### src/rtl/uart_rx_deserializer_if.sv
// Signal bundle between the UART receiver and the rest of the fabric.
// Handshake: the receiver side has valid-only semantics -- o_Rx_Valid,
// o_Rx_FrameErr and o_Rx_ParityErr are single-clk pulses with no ready/backpressure,
// so the consumer must capture o_Rx_Data in the cycle the pulse is high.
interface uart_rx_deserializer_if #(
    parameter int DATA_BITS = 8
);
    logic                 i_Rx_ClkTick;
    logic                 i_Rx_Serial;
    logic [DATA_BITS-1:0] o_Rx_Data;
    logic                 o_Rx_Valid;
    logic                 o_Rx_FrameErr;
    logic                 o_Rx_ParityErr;
    logic                 o_Rx_Busy;
    logic [2:0]           dbg_state;

    // Receiver side: consumes the line and tick, produces bytes and status.
    modport master (
        input  i_Rx_ClkTick,
        input  i_Rx_Serial,
        output o_Rx_Data,
        output o_Rx_Valid,
        output o_Rx_FrameErr,
        output o_Rx_ParityErr,
        output o_Rx_Busy,
        output dbg_state
    );

    // Consumer / stimulus side.
    modport slave (
        output i_Rx_ClkTick,
        output i_Rx_Serial,
        input  o_Rx_Data,
        input  o_Rx_Valid,
        input  o_Rx_FrameErr,
        input  o_Rx_ParityErr,
        input  o_Rx_Busy,
        input  dbg_state
    );
endinterface

### src/rtl/uart_rx_deserializer.sv
// UART receiver: 16x (OVERSAMPLE) oversampled, mid-bit sampling, start-glitch
// rejection, framing error detection. Optional even parity bit enabled by
// defining UART_RX_PARITY_EN; without it the frame is plain 8N1 and
// o_Rx_ParityErr is tied low.
module uart_rx_deserializer #(
    parameter int DATA_BITS  = 8,
    parameter int OVERSAMPLE = 16
) (
    input  logic                  clk,
    input  logic                  reset_n,
    uart_rx_deserializer_if.master rx
);

    localparam int CW = $clog2(OVERSAMPLE);
    localparam int BW = $clog2(DATA_BITS);

    localparam logic [CW-1:0] CNT_MID  = CW'(OVERSAMPLE / 2 - 1);
    localparam logic [CW-1:0] CNT_LAST = CW'(OVERSAMPLE - 1);
    localparam logic [BW-1:0] BIT_LAST = BW'(DATA_BITS - 1);

    localparam logic [2:0] ST_IDLE      = 3'd0;
    localparam logic [2:0] ST_START     = 3'd1;
    localparam logic [2:0] ST_DATA      = 3'd2;
`ifdef UART_RX_PARITY_EN
    localparam logic [2:0] ST_PARITY    = 3'd3;
`endif
    localparam logic [2:0] ST_STOP      = 3'd4;
    localparam logic [2:0] ST_WAIT_IDLE = 3'd5;

    logic                 rx_meta;
    logic                 rx_sync;
    logic                 tick_d1;
    logic                 tick_d2;
    logic                 s_tick;
    logic [2:0]           state;
    logic [CW-1:0]        sample_cnt;
    logic [BW-1:0]        bit_idx;
    logic [DATA_BITS-1:0] shift_reg;
    logic [DATA_BITS-1:0] data_q;
    logic                 valid_q;
    logic                 ferr_q;
`ifdef UART_RX_PARITY_EN
    logic                 perr_q;
    logic                 par_flag;
`endif

    // Two-flop synchronizer for the asynchronous RX pin; idles high.
    always_ff @(posedge clk or negedge reset_n) begin
        if (!reset_n) begin
            rx_meta <= 1'b1;
            rx_sync <= 1'b1;
        end else begin
            rx_meta <= rx.i_Rx_Serial;
            rx_sync <= rx_meta;
        end
    end

    // Register the oversample square wave so its rising edge becomes a 1-clk strobe.
    always_ff @(posedge clk or negedge reset_n) begin
        if (!reset_n) begin
            tick_d1 <= 1'b0;
            tick_d2 <= 1'b0;
        end else begin
            tick_d1 <= rx.i_Rx_ClkTick;
            tick_d2 <= tick_d1;
        end
    end

    assign s_tick = tick_d1 & ~tick_d2;

    // Frame FSM: counters move only on s_tick; status pulses default low every clk.
    always_ff @(posedge clk or negedge reset_n) begin
        if (!reset_n) begin
            state      <= ST_IDLE;
            sample_cnt <= '0;
            bit_idx    <= '0;
            shift_reg  <= '0;
            data_q     <= '0;
            valid_q    <= 1'b0;
            ferr_q     <= 1'b0;
`ifdef UART_RX_PARITY_EN
            perr_q     <= 1'b0;
            par_flag   <= 1'b0;
`endif
        end else begin
            valid_q <= 1'b0;
            ferr_q  <= 1'b0;
`ifdef UART_RX_PARITY_EN
            perr_q  <= 1'b0;
`endif
            if (s_tick) begin
                case (state)
                    ST_IDLE: begin
                        if (!rx_sync) begin
                            state      <= ST_START;
                            sample_cnt <= '0;
                        end
                    end
                    ST_START: begin
                        if (sample_cnt == CNT_MID) begin
                            sample_cnt <= '0;
                            bit_idx    <= '0;
                            // A start bit that is no longer low at mid-bit was noise.
                            state      <= rx_sync ? ST_IDLE : ST_DATA;
                        end else begin
                            sample_cnt <= sample_cnt + CW'(1);
                        end
                    end
                    ST_DATA: begin
                        if (sample_cnt == CNT_LAST) begin
                            shift_reg  <= {rx_sync, shift_reg[DATA_BITS-1:1]};
                            sample_cnt <= '0;
                            if (bit_idx == BIT_LAST) begin
                                bit_idx <= '0;
`ifdef UART_RX_PARITY_EN
                                state   <= ST_PARITY;
`else
                                state   <= ST_STOP;
`endif
                            end else begin
                                bit_idx <= bit_idx + BW'(1);
                            end
                        end else begin
                            sample_cnt <= sample_cnt + CW'(1);
                        end
                    end
`ifdef UART_RX_PARITY_EN
                    ST_PARITY: begin
                        if (sample_cnt == CNT_LAST) begin
                            // Even parity: data bits plus parity bit hold an even count of ones.
                            par_flag   <= rx_sync ^ (^shift_reg);
                            sample_cnt <= '0;
                            state      <= ST_STOP;
                        end else begin
                            sample_cnt <= sample_cnt + CW'(1);
                        end
                    end
`endif
                    ST_STOP: begin
                        if (sample_cnt == CNT_LAST) begin
                            sample_cnt <= '0;
                            if (rx_sync) begin
                                data_q <= shift_reg;
`ifdef UART_RX_PARITY_EN
                                if (par_flag) begin
                                    perr_q <= 1'b1;
                                end else begin
                                    valid_q <= 1'b1;
                                end
`else
                                valid_q <= 1'b1;
`endif
                                state <= ST_IDLE;
                            end else begin
                                ferr_q <= 1'b1;
                                state  <= ST_WAIT_IDLE;
                            end
                        end else begin
                            sample_cnt <= sample_cnt + CW'(1);
                        end
                    end
                    ST_WAIT_IDLE: begin
                        // Break or stuck-low line: resume only once the line is back high.
                        if (rx_sync) begin
                            state      <= ST_IDLE;
                            sample_cnt <= '0;
                        end
                    end
                    default: begin
                        state      <= ST_IDLE;
                        sample_cnt <= '0;
                        bit_idx    <= '0;
                    end
                endcase
            end
        end
    end

    assign rx.o_Rx_Data     = data_q;
    assign rx.o_Rx_Valid    = valid_q;
    assign rx.o_Rx_FrameErr = ferr_q;
`ifdef UART_RX_PARITY_EN
    assign rx.o_Rx_ParityErr = perr_q;
`else
    assign rx.o_Rx_ParityErr = 1'b0;
`endif
    assign rx.o_Rx_Busy     = (state != ST_IDLE);
    assign rx.dbg_state     = state;

endmodule
### src/flat_wrapper.sv
// flat-port wrapper written by rule: the top's interface ports become plain ports
module uart_rx_deserializer_flat 
#(
    parameter int DATA_BITS  = 8,
    parameter int OVERSAMPLE = 16
)
  (clk, reset_n, rx_i_Rx_ClkTick, rx_i_Rx_Serial, rx_o_Rx_Data, rx_o_Rx_Valid, rx_o_Rx_FrameErr, rx_o_Rx_ParityErr, rx_o_Rx_Busy, rx_dbg_state);
  uart_rx_deserializer_if #(.DATA_BITS(DATA_BITS)) rx_i ();
  input  logic clk;
  input  logic reset_n;
  input wire logic [$bits(rx_i.i_Rx_ClkTick)-1:0] rx_i_Rx_ClkTick;
  input wire logic [$bits(rx_i.i_Rx_Serial)-1:0] rx_i_Rx_Serial;
  output wire logic [$bits(rx_i.o_Rx_Data)-1:0] rx_o_Rx_Data;
  output wire logic [$bits(rx_i.o_Rx_Valid)-1:0] rx_o_Rx_Valid;
  output wire logic [$bits(rx_i.o_Rx_FrameErr)-1:0] rx_o_Rx_FrameErr;
  output wire logic [$bits(rx_i.o_Rx_ParityErr)-1:0] rx_o_Rx_ParityErr;
  output wire logic [$bits(rx_i.o_Rx_Busy)-1:0] rx_o_Rx_Busy;
  output wire logic [$bits(rx_i.dbg_state)-1:0] rx_dbg_state;
  assign rx_i.i_Rx_ClkTick = rx_i_Rx_ClkTick;
  assign rx_i.i_Rx_Serial = rx_i_Rx_Serial;
  assign rx_o_Rx_Data = rx_i.o_Rx_Data;
  assign rx_o_Rx_Valid = rx_i.o_Rx_Valid;
  assign rx_o_Rx_FrameErr = rx_i.o_Rx_FrameErr;
  assign rx_o_Rx_ParityErr = rx_i.o_Rx_ParityErr;
  assign rx_o_Rx_Busy = rx_i.o_Rx_Busy;
  assign rx_dbg_state = rx_i.dbg_state;
  uart_rx_deserializer #(.DATA_BITS(DATA_BITS), .OVERSAMPLE(OVERSAMPLE)) u_core (.clk(clk), .reset_n(reset_n), .rx(rx_i));
endmodule
### config.mk
export PLATFORM = sky130hd
export DESIGN_NAME = uart_rx_deserializer_flat
export DESIGN_NICKNAME = d
export VERILOG_FILES = /design/src/rtl/uart_rx_deserializer_if.sv /design/src/rtl/uart_rx_deserializer.sv /design/src/flat_wrapper.sv
export SDC_FILE = /design/constraint.sdc
export NUM_CORES = 1
export LEC_CHECK = 0
export CELL_PAD_IN_SITES_DETAIL_PLACEMENT = 0
export CELL_PAD_IN_SITES_GLOBAL_PLACEMENT = 1
export CORE_ASPECT_RATIO = 1.75
export CORE_UTILIZATION = 40
export DETAILED_ROUTE_END_ITERATION = 6
export HOLD_SLACK_MARGIN = 0.15
export PLACE_DENSITY = 0.84
export SLEW_MARGIN = 20
export SYNTH_ARGS = -nofsm -noshare
export SYNTH_HDL_FRONTEND = slang
export SYNTH_SLANG_ARGS = --single-unit
### constraint.sdc
create_clock -name clk -period 2.05 [get_ports clk]
set_input_delay 0.615 -clock clk [delete_from_list [all_inputs] [get_ports clk]]
set_output_delay 0.615 -clock clk [all_outputs]
set_load 0.01 [all_outputs]
# Word level (Yosys, flattened, before mapping)

Cells that the tools add are included.

Flip-flop bits (word level): 32
Latch bits: 0
Bits in writable memories: 0
Bits in read-only memories: 0
Input bits: 4
Output and inout bits: 15
Logic and storage cells: 64
Memories kept: 0

Add/sub/neg operators: 2
Multiply operators: 0
Divide/modulo/power cells: 0
Order comparisons: 0
Equal/unequal tests: 13
Shift operators: 0
Multiplexer cells: 26
Bitwise logic cells: 3
Reduce and logical (&&, ||, !) cells: 9

Operators by type and width:

| operator                                                        | count |
|---|---|
| 3-bit 2-to-1 mux                                                | 10 |
| 4-bit 2-to-1 mux                                                | 4 |
| 4-bit one-hot mux with 4 select lines                           | 1 |
| 3-bit one-hot mux with 5 select lines                           | 1 |
| 2-bit by 1-bit != test with 1-bit output, second input constant | 5 |
| 3-bit == test, second input constant                            | 3 |
| 3-bit one-hot mux with 3 select lines                           | 1 |
| 1-bit 2-to-1 mux                                                | 8 |
| 4-bit AND reduction                                             | 2 |
| 7-bit AND reduction                                             | 1 |
| 3-bit AND reduction                                             | 2 |
| 4-bit by 1-bit adder with 4-bit output, second input constant   | 1 |
| 4-bit by 3-bit == test with 1-bit output, second input constant | 1 |
| 4-bit == test, second input constant                            | 1 |
| 3-bit by 1-bit adder with 3-bit output, second input constant   | 1 |
| 3-bit by 1-bit == test with 1-bit output, second input constant | 1 |
| 3-bit by 2-bit == test with 1-bit output, second input constant | 1 |
| 3-bit logical NOT                                               | 1 |
| 3-bit nonzero test                                              | 1 |
| 3-bit OR reduction                                              | 1 |
| 2-bit 2-to-1 mux                                                | 1 |
| 2-bit != test, second input constant                            | 1 |
| 1-bit inverter                                                  | 2 |
| 2-bit OR reduction                                              | 1 |
| 1-bit bitwise AND                                               | 1 |

# Depth between registers and ports, before layout

Gate-level depths: netlist (run 1).

Word-level depth: 4
Gate-level depth with buffers: 6
Gate-level depth less buffers: 5

# Worst setup path before layout (run 1)

OpenSTA, ideal clock, no wires.

Kind: register -> register
Start point: register u_core.state[0], in the netlist u_core.rx.dbg_state[0]
End point: register u_core.state[0], in the netlist u_core.rx.dbg_state[0]
Library setup time: 125 ps
Arrival time: 1713 ps
Data required time: 1925 ps
Path slack: 212 ps
Stages on the path, launching flop included: 6
Path buffers: 1
Clock period less this slack: 1838 ps
Path through: dfrtp_1 > buf_2 > maj3_1 > a21oi_1 > a211o_4 > mux2_4

Cells in the longest elaborated chain, start to end: 3
Elaborated cells on any way between the ends: 13
Classes of those cells: eq/ne (10); mux (1); reduce/logical (2)

RTL lines:

| element                                                                                           | line                        | text |
|---|---|---|
| from (decl)                                                                                       | uart_rx_deserializer.sv:35  | `logic [2:0] state;` |
| from (signal assigned)                                                                            | uart_rx_deserializer.sv:104 | `state <= rx_sync ? ST_IDLE : ST_DATA;` |
| 3-bit == test (tied with other cells)                                                             | uart_rx_deserializer.sv:92  | `case (state)` |
| 2-bit by 1-bit != test with 1-bit output (no source line) / 2-bit != test (equally long branches) | -                           |  |
| 7-bit AND reduction (no source line)                                                              | -                           |  |

Parallel ways exist; a longest one is shown, timed or not.
A chain may end at the register's enable or synchronous reset.

# Final worst setup path (run 1)

Start point: register u_core.state[0], in the netlist u_core.rx.dbg_state[0]
End point: register u_core.state[2], in the netlist u_core.rx.dbg_state[2]

Same word-level chain as after synthesis.

==> results.md, run 1 <==
- The final worst hold slack is 360 ps.
- The critical path data required time is 2220 ps.
- The weighted congestion reported at the end of routability-driven placement is 0.847.
- The number of global-route vias before repair is 1017.
- The number of standard cells after synthesis is 119.
- In the layout the commonest cells are 27 x sky130_fd_sc_hd__dfrtp_1, 17 x sky130_fd_sc_hd__mux2_2, 16 x sky130_fd_sc_hd__clkdlybuf4s50_1.
- The filler cell count in the final layout is 325.
- The area taken by multi-input logic gates is 598 sq um.
- The total of buffers placed on input and output ports is 17.
- Setup repair after global routing left no endpoint under its margin.
- Entering global routing, the biggest net connects 33 pins.
- The floorplan die width is 47.6 um.
- The layout cell share with drive strength beyond 1 is 32.2%.
- The floorplan step set the die height to 81.9 um.
- The worst hold path terminates at u_core.rx_sync.
- The share of the yosys chip area belonging to registers is 55.1%.
- The TritonCTS sink count is 32.
- The summed instance area of the synthesized netlist is 0.00146 sq mm.
- The most used flip-flop cell after synthesis is sky130_fd_sc_hd__dfrtp_1.
- The number of H-tree levels is 2.
- The average via count per standard cell is 5.03.
- The area of the core is 0.00343 sq mm.
- The mean cell area of the mapped netlist is 12.2 sq um.
- After the last flow step, the layout net total stands at 158.
- Summing over every cut layer, the via total after detailed routing is 990.
- For this run the aggregate overflow at the end of global routing stands at 0.
- The slack of the worst reg-to-reg path is 120 ps.
- The die covers 0.00390 sq mm.
- For this block, the initial DRC count from the detailed router was 16.
- The post-detailed-route count of antenna-violating nets is 0.
- Of all flip-flops after synthesis, the portion carrying an async set or reset was 100%.
- After synthesis, the cell types taking the most area are sky130_fd_sc_hd__dfrtp_1 52%, sky130_fd_sc_hd__mux2_2 13%, sky130_fd_sc_hd__dfstp_2 3.6%.
- Adding up every negative setup slack in the final design gives 0 ps.
- The number of iterations in the first detailed-routing pass is 4.
- The flow ran to the end, and the final reports show no timing, DRC or antenna violations.
- The class of the tightest hold or removal check is flop to flop.
- After detailed routing, the number of remaining DRC violations is 0.
- The total wire length is 2800 um.
- The number of antenna violations at the first check in global routing was 0.
- The maximum clock frequency is 0.517 GHz.
- The number of buffers between clock root and the deepest sink is 2.
- The leakage component of the power is 0.000882 uW.
- The Yosys step of the flow raised 0 warnings.
- The source of the worst register-to-register timing path is u_core.rx.dbg_state[0].
- Max-cap violations in this run came to 0.
- The number of unique standard cell types used by synthesis is 33.
- Summed over all instances, the cell type with the most area after synthesis is sky130_fd_sc_hd__dfrtp_1.
- The clock reaches the later pin of the worst-skew pair after 280 ps.
- The worst setup path is captured at a flop.
- VDD sags by at most 0.609 mV.
- The register cell area after layout is 807 sq um.
- The clock-pin slew reported for the worst setup and hold paths after clock tree synthesis is 70 ps.
- The I/O pin count is 19.
- The synthesis-stage register bit count is 32.
- The startpoint identified for the worst hold timing path is u_core.rx_meta.
- The effective utilization at floorplan is 42.5%.
- The critical path in this run is classified as flop to flop.
- The final-report max-slew violation count came to 0.
- STA classifies the critical path startpoint as a flop.
- The worst hold path depth is 0.
- After layout, the worst path uses 94.3% of the clock period.
- The post-layout minimum cycle time is 1930 ps.
- Global routing consumed, over all layers together, 17.0% of the routing resources.
- The count of flip-flops with a built-in enable after synthesis is 0.
- Once layout is complete, the utilization of the core stands at 53.9%.
- The arrival time at the worst endpoint is 2100 ps.
- The detailed-placement wirelength estimate is 1940 um.
- The total number of placement rows is 28.
- The synthesis-to-finish area growth is 27.0%.
- The number of inserted diodes is 0.
- For the final database, setup skew stands at 7.19 ps.
- The global-route wire length before repair is 4530 um.
- The top-area cell type share of the netlist area is 51.5%.
- The synthesized netlist net count is 126.
- The final hold violation count is 0.
- The cell at the root of the clock tree is sky130_fd_sc_hd__clkbuf_8.
- Hold repair after CTS inserted 0 buffers.
- The average wire per standard cell is 14.2 um.
- The commonest non-fill, non-tap cell in the layout is sky130_fd_sc_hd__dfrtp_1.
- The total CTS buffers is 5.
- The post-placement cell count is 185.
- TritonCTS built the clock tree.
- In this run the critical register-to-register path is captured at u_core.rx.dbg_state[2].
- After layout, the design draws a total of 2010 uW.
- The largest fanout of any net on the critical path is 8.
- For this design the ratio of total power to cell area is 1090 mW/mm^2.
- The depth of the worst register-to-register path is 6.
- Setup violations remaining at the end of the flow were counted as 0.
- Excluding fillers, the count of instances in the completed layout stands at 197.
[critical path, stage by stage, from the launching register on]
cell and delay, ps:
sky130_fd_sc_hd__dfrtp_2 430, sky130_fd_sc_hd__buf_4 160, sky130_fd_sc_hd__buf_4 160, sky130_fd_sc_hd__maj3_1 350
sky130_fd_sc_hd__a21oi_1 220, sky130_fd_sc_hd__a211o_4 210, sky130_fd_sc_hd__mux2_4 300
[routing by layer]
metal	part of all wire [%]	GRT usage, %
met1	40	17.1
met5	0	0
met3	3.4	5.71
met2	55	30.0
met4	2.0	7.50
[power by group]
group / internal [uW] / switching (uW)
logic: 391 / 332
clock network: 267 / 227
registers: 710 / 81.1
total: 1370 / 640
[cells by family (layout without fill, tap and decap cells)]
kind of cell	Yosys count	after routing	share of synthesized area (%)
AO/OA/AOI/OAI	13	13	5.67
flip-flops	32	32	55.1
other	1	1	0.257
multiplexers	22	22	17.6
AND/OR/NAND/NOR	35	35	13.6
buffers and inverters	11	44	3.86
XOR/XNOR	1	1	0.601
adder cells (fa/ha/maj)	4	4	3.26
[what timing repair did]
item,in CTS,in global routing
endpoints found under the setup margin,1,1
pin swaps,0,0
gates resized for setup,3,1
buffers inserted,4,0
hold endpoints to repair,0,0
[through the flow]
stage / cell area (sq um) / setup slack [ps]
detailed placement: 1720 / 200
floorplan: 1460 / 212
finish: 1850 / 116
CTS: 1850 / 9.18
global route: 1850 / 44.6
global placement: 1720 / 246
[worst max-delay path by stage]
stage,from,endpoint,slack [ps],cells past startpoint
final,u_core.rx.dbg_state[0],u_core.rx.dbg_state[2],120,6
after global routing,u_core.rx.dbg_state[0],u_core.rx.dbg_state[2],40,6
after CTS,u_core.rx.dbg_state[2],rx_o_Rx_Busy,9,3
after detailed placement,u_core.rx.dbg_state[0],u_core.rx.dbg_state[2],200,5
after global placement,u_core.rx.dbg_state[0],u_core.rx.dbg_state[0],250,5
after floorplan,u_core.rx.dbg_state[0],u_core.rx.dbg_state[0],210,5
[layout make-up]
cell class / instances / area share [%]
tap: 45 / 3.04
sequential: 32 / 43.6
multi-input combinational: 76 / 32.3
inverter: 5 / 1.01
clock inverter: 2 / 0.541
clock buffer: 6 / 4.46
timing repair buffer: 31 / 15.0
[cells in the mapped netlist (2+ instances only)]
master and number:
sky130_fd_sc_hd__mux2i_1 2, sky130_fd_sc_hd__ha_1 3, sky130_fd_sc_hd__mux2_2 17, sky130_fd_sc_hd__a21oi_1 6
sky130_fd_sc_hd__dfrtp_1 30, sky130_fd_sc_hd__dfstp_2 2, sky130_fd_sc_hd__inv_1 5, sky130_fd_sc_hd__buf_2 3
sky130_fd_sc_hd__nand2_1 11, sky130_fd_sc_hd__nor4b_1 2, sky130_fd_sc_hd__nand3_1 5, sky130_fd_sc_hd__nand2b_1 2
sky130_fd_sc_hd__nor2_1 6, sky130_fd_sc_hd__o21ai_0 4, sky130_fd_sc_hd__mux2_4 3
(Power assumes the default switching activity.)
==> run 2: changes to the inputs <==
--- a/config.mk
+++ b/config.mk
@@ -11,7 +11,7 @@
 export CORE_UTILIZATION = 40
 export DETAILED_ROUTE_END_ITERATION = 6
 export HOLD_SLACK_MARGIN = 0.15
-export PLACE_DENSITY = 0.84
+export PLACE_DENSITY_LB_ADDON = 0.15
 export SLEW_MARGIN = 20
 export SYNTH_ARGS = -nofsm -noshare
 export SYNTH_HDL_FRONTEND = slang
==> run 2 against run 1 <==
Compared with the run above: worst setup slack improved by 23 ps; total power increased by 1.5%; non-clock buffer count increased by 1; largest power group unchanged; register-to-register slack improved by 20 ps; critical path depth unchanged; count of clock-buffer cells in the layout increased by 2; global-route usage about the same; combinational power about the same; via count increased by 1.3%; first-iteration DRC count decreased by 69%; die area unchanged; flip-flop and latch count unchanged.
==> results.md, run 2 (same netlist as run 1, synthesis figures left out) <==
- The number of antenna violations at the first check in global routing is 0.
- The vertical die dimension is 81.9 um.
- The critical path launch point type is a flop.
- The critical path data required time is 2210 ps.
- 19 I/O pins were placed.
- The post-layout minimum cycle time is 1910 ps.
- The final hold violation count is 0.
- The floorplan die width is 47.6 um.
- Cells fill 54.3% of the core in the end.
- For this configuration, the core starts out at a cell density of 42.5%.
- The filler cell count in the final layout is 348.
- The largest fanout of any net on the critical path is 3.
- STA classifies the critical path endpoint as a flop.
- The commonest non-fill, non-tap cell in the layout is sky130_fd_sc_hd__dfrtp_1.
- The critical path is of the flop to flop type.
- The number of global-route vias before repair came to 1019.
- The worst-case vdd ir drop is 0.557 mV.
- The maximum clock frequency is 0.523 GHz.
- Before CTS, the worst setup slack after placement is 205 ps.
- The worst hold path belongs to the class flop to flop.
- Dividing the detail-routed via count by the number of cells gives 5.07.
- The analysis attributes to cell leakage a power of 0.000889 uW.
- The count of buffers added on input and output ports is 17.
- For this block, the via count after detailed routing is 1003.
- Of the cells placed in the final design, the portion with a size suffix greater than 1 is 32.0%.
- Summed over all layers, the global routing overflow is 0.
- The number of H-tree levels is 2.
- The total wire length is 2770 um.
- The clock latency at the later pin of the worst-skew pair is 280 ps.
- Dividing total power by cell area gives a power density of 1090 mW/mm^2.
- Counting every sink on the clock net gives 32.
- Across all hold checks on the routed design, the worst slack comes to 360 ps.
- The total number of placement rows is 28.
- Clock-pin slew was measured on the worst setup and hold paths at 60 ps.
- The count of nets after finishing is 159.
- The synthesis-to-finish area growth is 28.0%.
- Entering global routing, the biggest net connects 33 pins.
- The floorplan step defined a die boundary enclosing 0.00390 sq mm.
- The first global-routing pass estimated 4520 um of wire.
- In the layout the commonest cells are 27 x sky130_fd_sc_hd__dfrtp_1, 17 x sky130_fd_sc_hd__mux2_2, 16 x sky130_fd_sc_hd__clkdlybuf4s50_1.
- Setup violations remaining at the end of the flow were counted as 0.
- After the first detailed-routing iteration, the DRC count stood at 5.
- The residual DRC count is 0.
- In the final routed layout, each cell accounts on average for 14.0 um.
- The number of buffers between clock root and the deepest sink is 2.
- Setup repair after global routing left no endpoint under its margin.
- The total global routing track utilization is 17.0%.
- The area of the core is 0.00343 sq mm.
- The weighted congestion reported at the end of routability-driven placement is 0.769.
- The tool flagged a number of max-cap violations equal to 0.
- The final-report max-slew violation count came to 0.
- In this run, CTS created clock tree buffers numbering 5.
- The detail route stage leaves a number of antenna-violating nets equal to 0.
- The total negative setup slack is 0 ps.
- Data arrives at the worst endpoint at 2080 ps.
- The repair_antennas step left the layout with diodes totalling 0.
- The TritonCTS clock tree is done.
- The root buffer cell chosen for the clock tree is sky130_fd_sc_hd__clkbuf_8.
- The flow ran to the end, and the final reports show no timing, DRC or antenna violations.
- The post-route fraction of the period consumed by the critical path is 93.2%.
- The worst clock skew on the final layout is 8.94 ps.
- Setup slack on the critical path of the routed design comes to 139 ps.
- Detailed placement ended at an HPWL of 1970 um.
- The number of iterations in the first detailed-routing pass is 2.
## run 2: cell types whose count changed in the layout (fill, tap and decap cells not counted), sizes merged
| cell | before | now |
|---|---|---|
| buf | 14 | 15 |
| clkbuf | 6 | 8 |
| clkinv | 2 | 0 |
## run 2: power by group
| part | internal (uW) | total, uW | leakage (uW) | switching, uW |
|---|---|---|---|---|
| clock | 306 | 530 | 0.0000515 | 224 |
| sequential | 710 | 784 | 0.000422 | 73.2 |
| combinational | 386 | 726 | 0.000415 | 340 |
| total | 1400 | 2040 | 0.000889 | 637 |
## run 2: per-stage QoR
step / area [sq um] / cells / total power (uW)
4_1_cts: 1840 / 195 / 2050
5_1_grt: 1870 / 198 / 2160
6_report: 1870 / 198 / 2040
3_5_place_dp: 1720 / 185 / 1470
3_3_place_gp: 1720 / 185 / 1450
2_1_floorplan: 1460 / 119 / 1190
## run 2: final timing paths
check | end | slack, ps | from | cells past startpoint
min in group asynchronous | u_core.tick_d2 | 720 | reset_n | 2
hold / removal | u_core.rx_sync | 360 | u_core.rx_meta | 0
setup / recovery | u_core.rx.dbg_state[1] | 140 | u_core.rx.dbg_state[2] | 6
max in group asynchronous | u_core.rx_sync | 1000 | reset_n | 2
setup reg to reg | u_core.rx.dbg_state[1] | 140 | u_core.rx.dbg_state[2] | 6
hold reg to reg | u_core.rx_sync | 360 | u_core.rx_meta | 0
## run 2: per-layer routing
metal / share of wire [%] / GRT usage, %
met5: 0 / 0
met4: 2.7 / 10.0
met3: 3.4 / 4.84
met2: 56 / 29.3
met1: 38 / 17.1
## run 2: repair_timing
action | in CTS | in global routing
hold buffers | 0 | 0
setup buffers | 2 | 3
cloned | 0 | 0
gates resized for setup | 3 | 1
endpoints found under the setup margin | 2 | 1
## run 2: critical path: stages (launching register included)
cell and delay, ps:
sky130_fd_sc_hd__dfrtp_2 410, sky130_fd_sc_hd__buf_4 140, sky130_fd_sc_hd__buf_4 140, sky130_fd_sc_hd__nor4bb_1 130, sky130_fd_sc_hd__or3_1 360, sky130_fd_sc_hd__a211o_4 320
sky130_fd_sc_hd__mux2_4 300
## run 2: layout make-up
cell class | count | area, sq um | area share [%]
clock buffer | 8 | 100 | 5.37
timing repair buffer | 32 | 285 | 15.3
sequential | 32 | 807 | 43.3
tap | 45 | 56.3 | 3.02
multi-input combinational | 76 | 598 | 32.1
inverter | 5 | 18.8 | 1.01
==> run 3: changes to the inputs <==
--- a/config.mk
+++ b/config.mk
@@ -10,7 +10,7 @@
 export CORE_ASPECT_RATIO = 1.75
 export CORE_UTILIZATION = 40
 export DETAILED_ROUTE_END_ITERATION = 6
-export HOLD_SLACK_MARGIN = 0.15
+export GPL_ROUTABILITY_DRIVEN = 0
 export PLACE_DENSITY_LB_ADDON = 0.15
 export SLEW_MARGIN = 20
 export SYNTH_ARGS = -nofsm -noshare
==> results of run 3 <==
The final DEF is identical to that of run 2; final timing and power are the same.
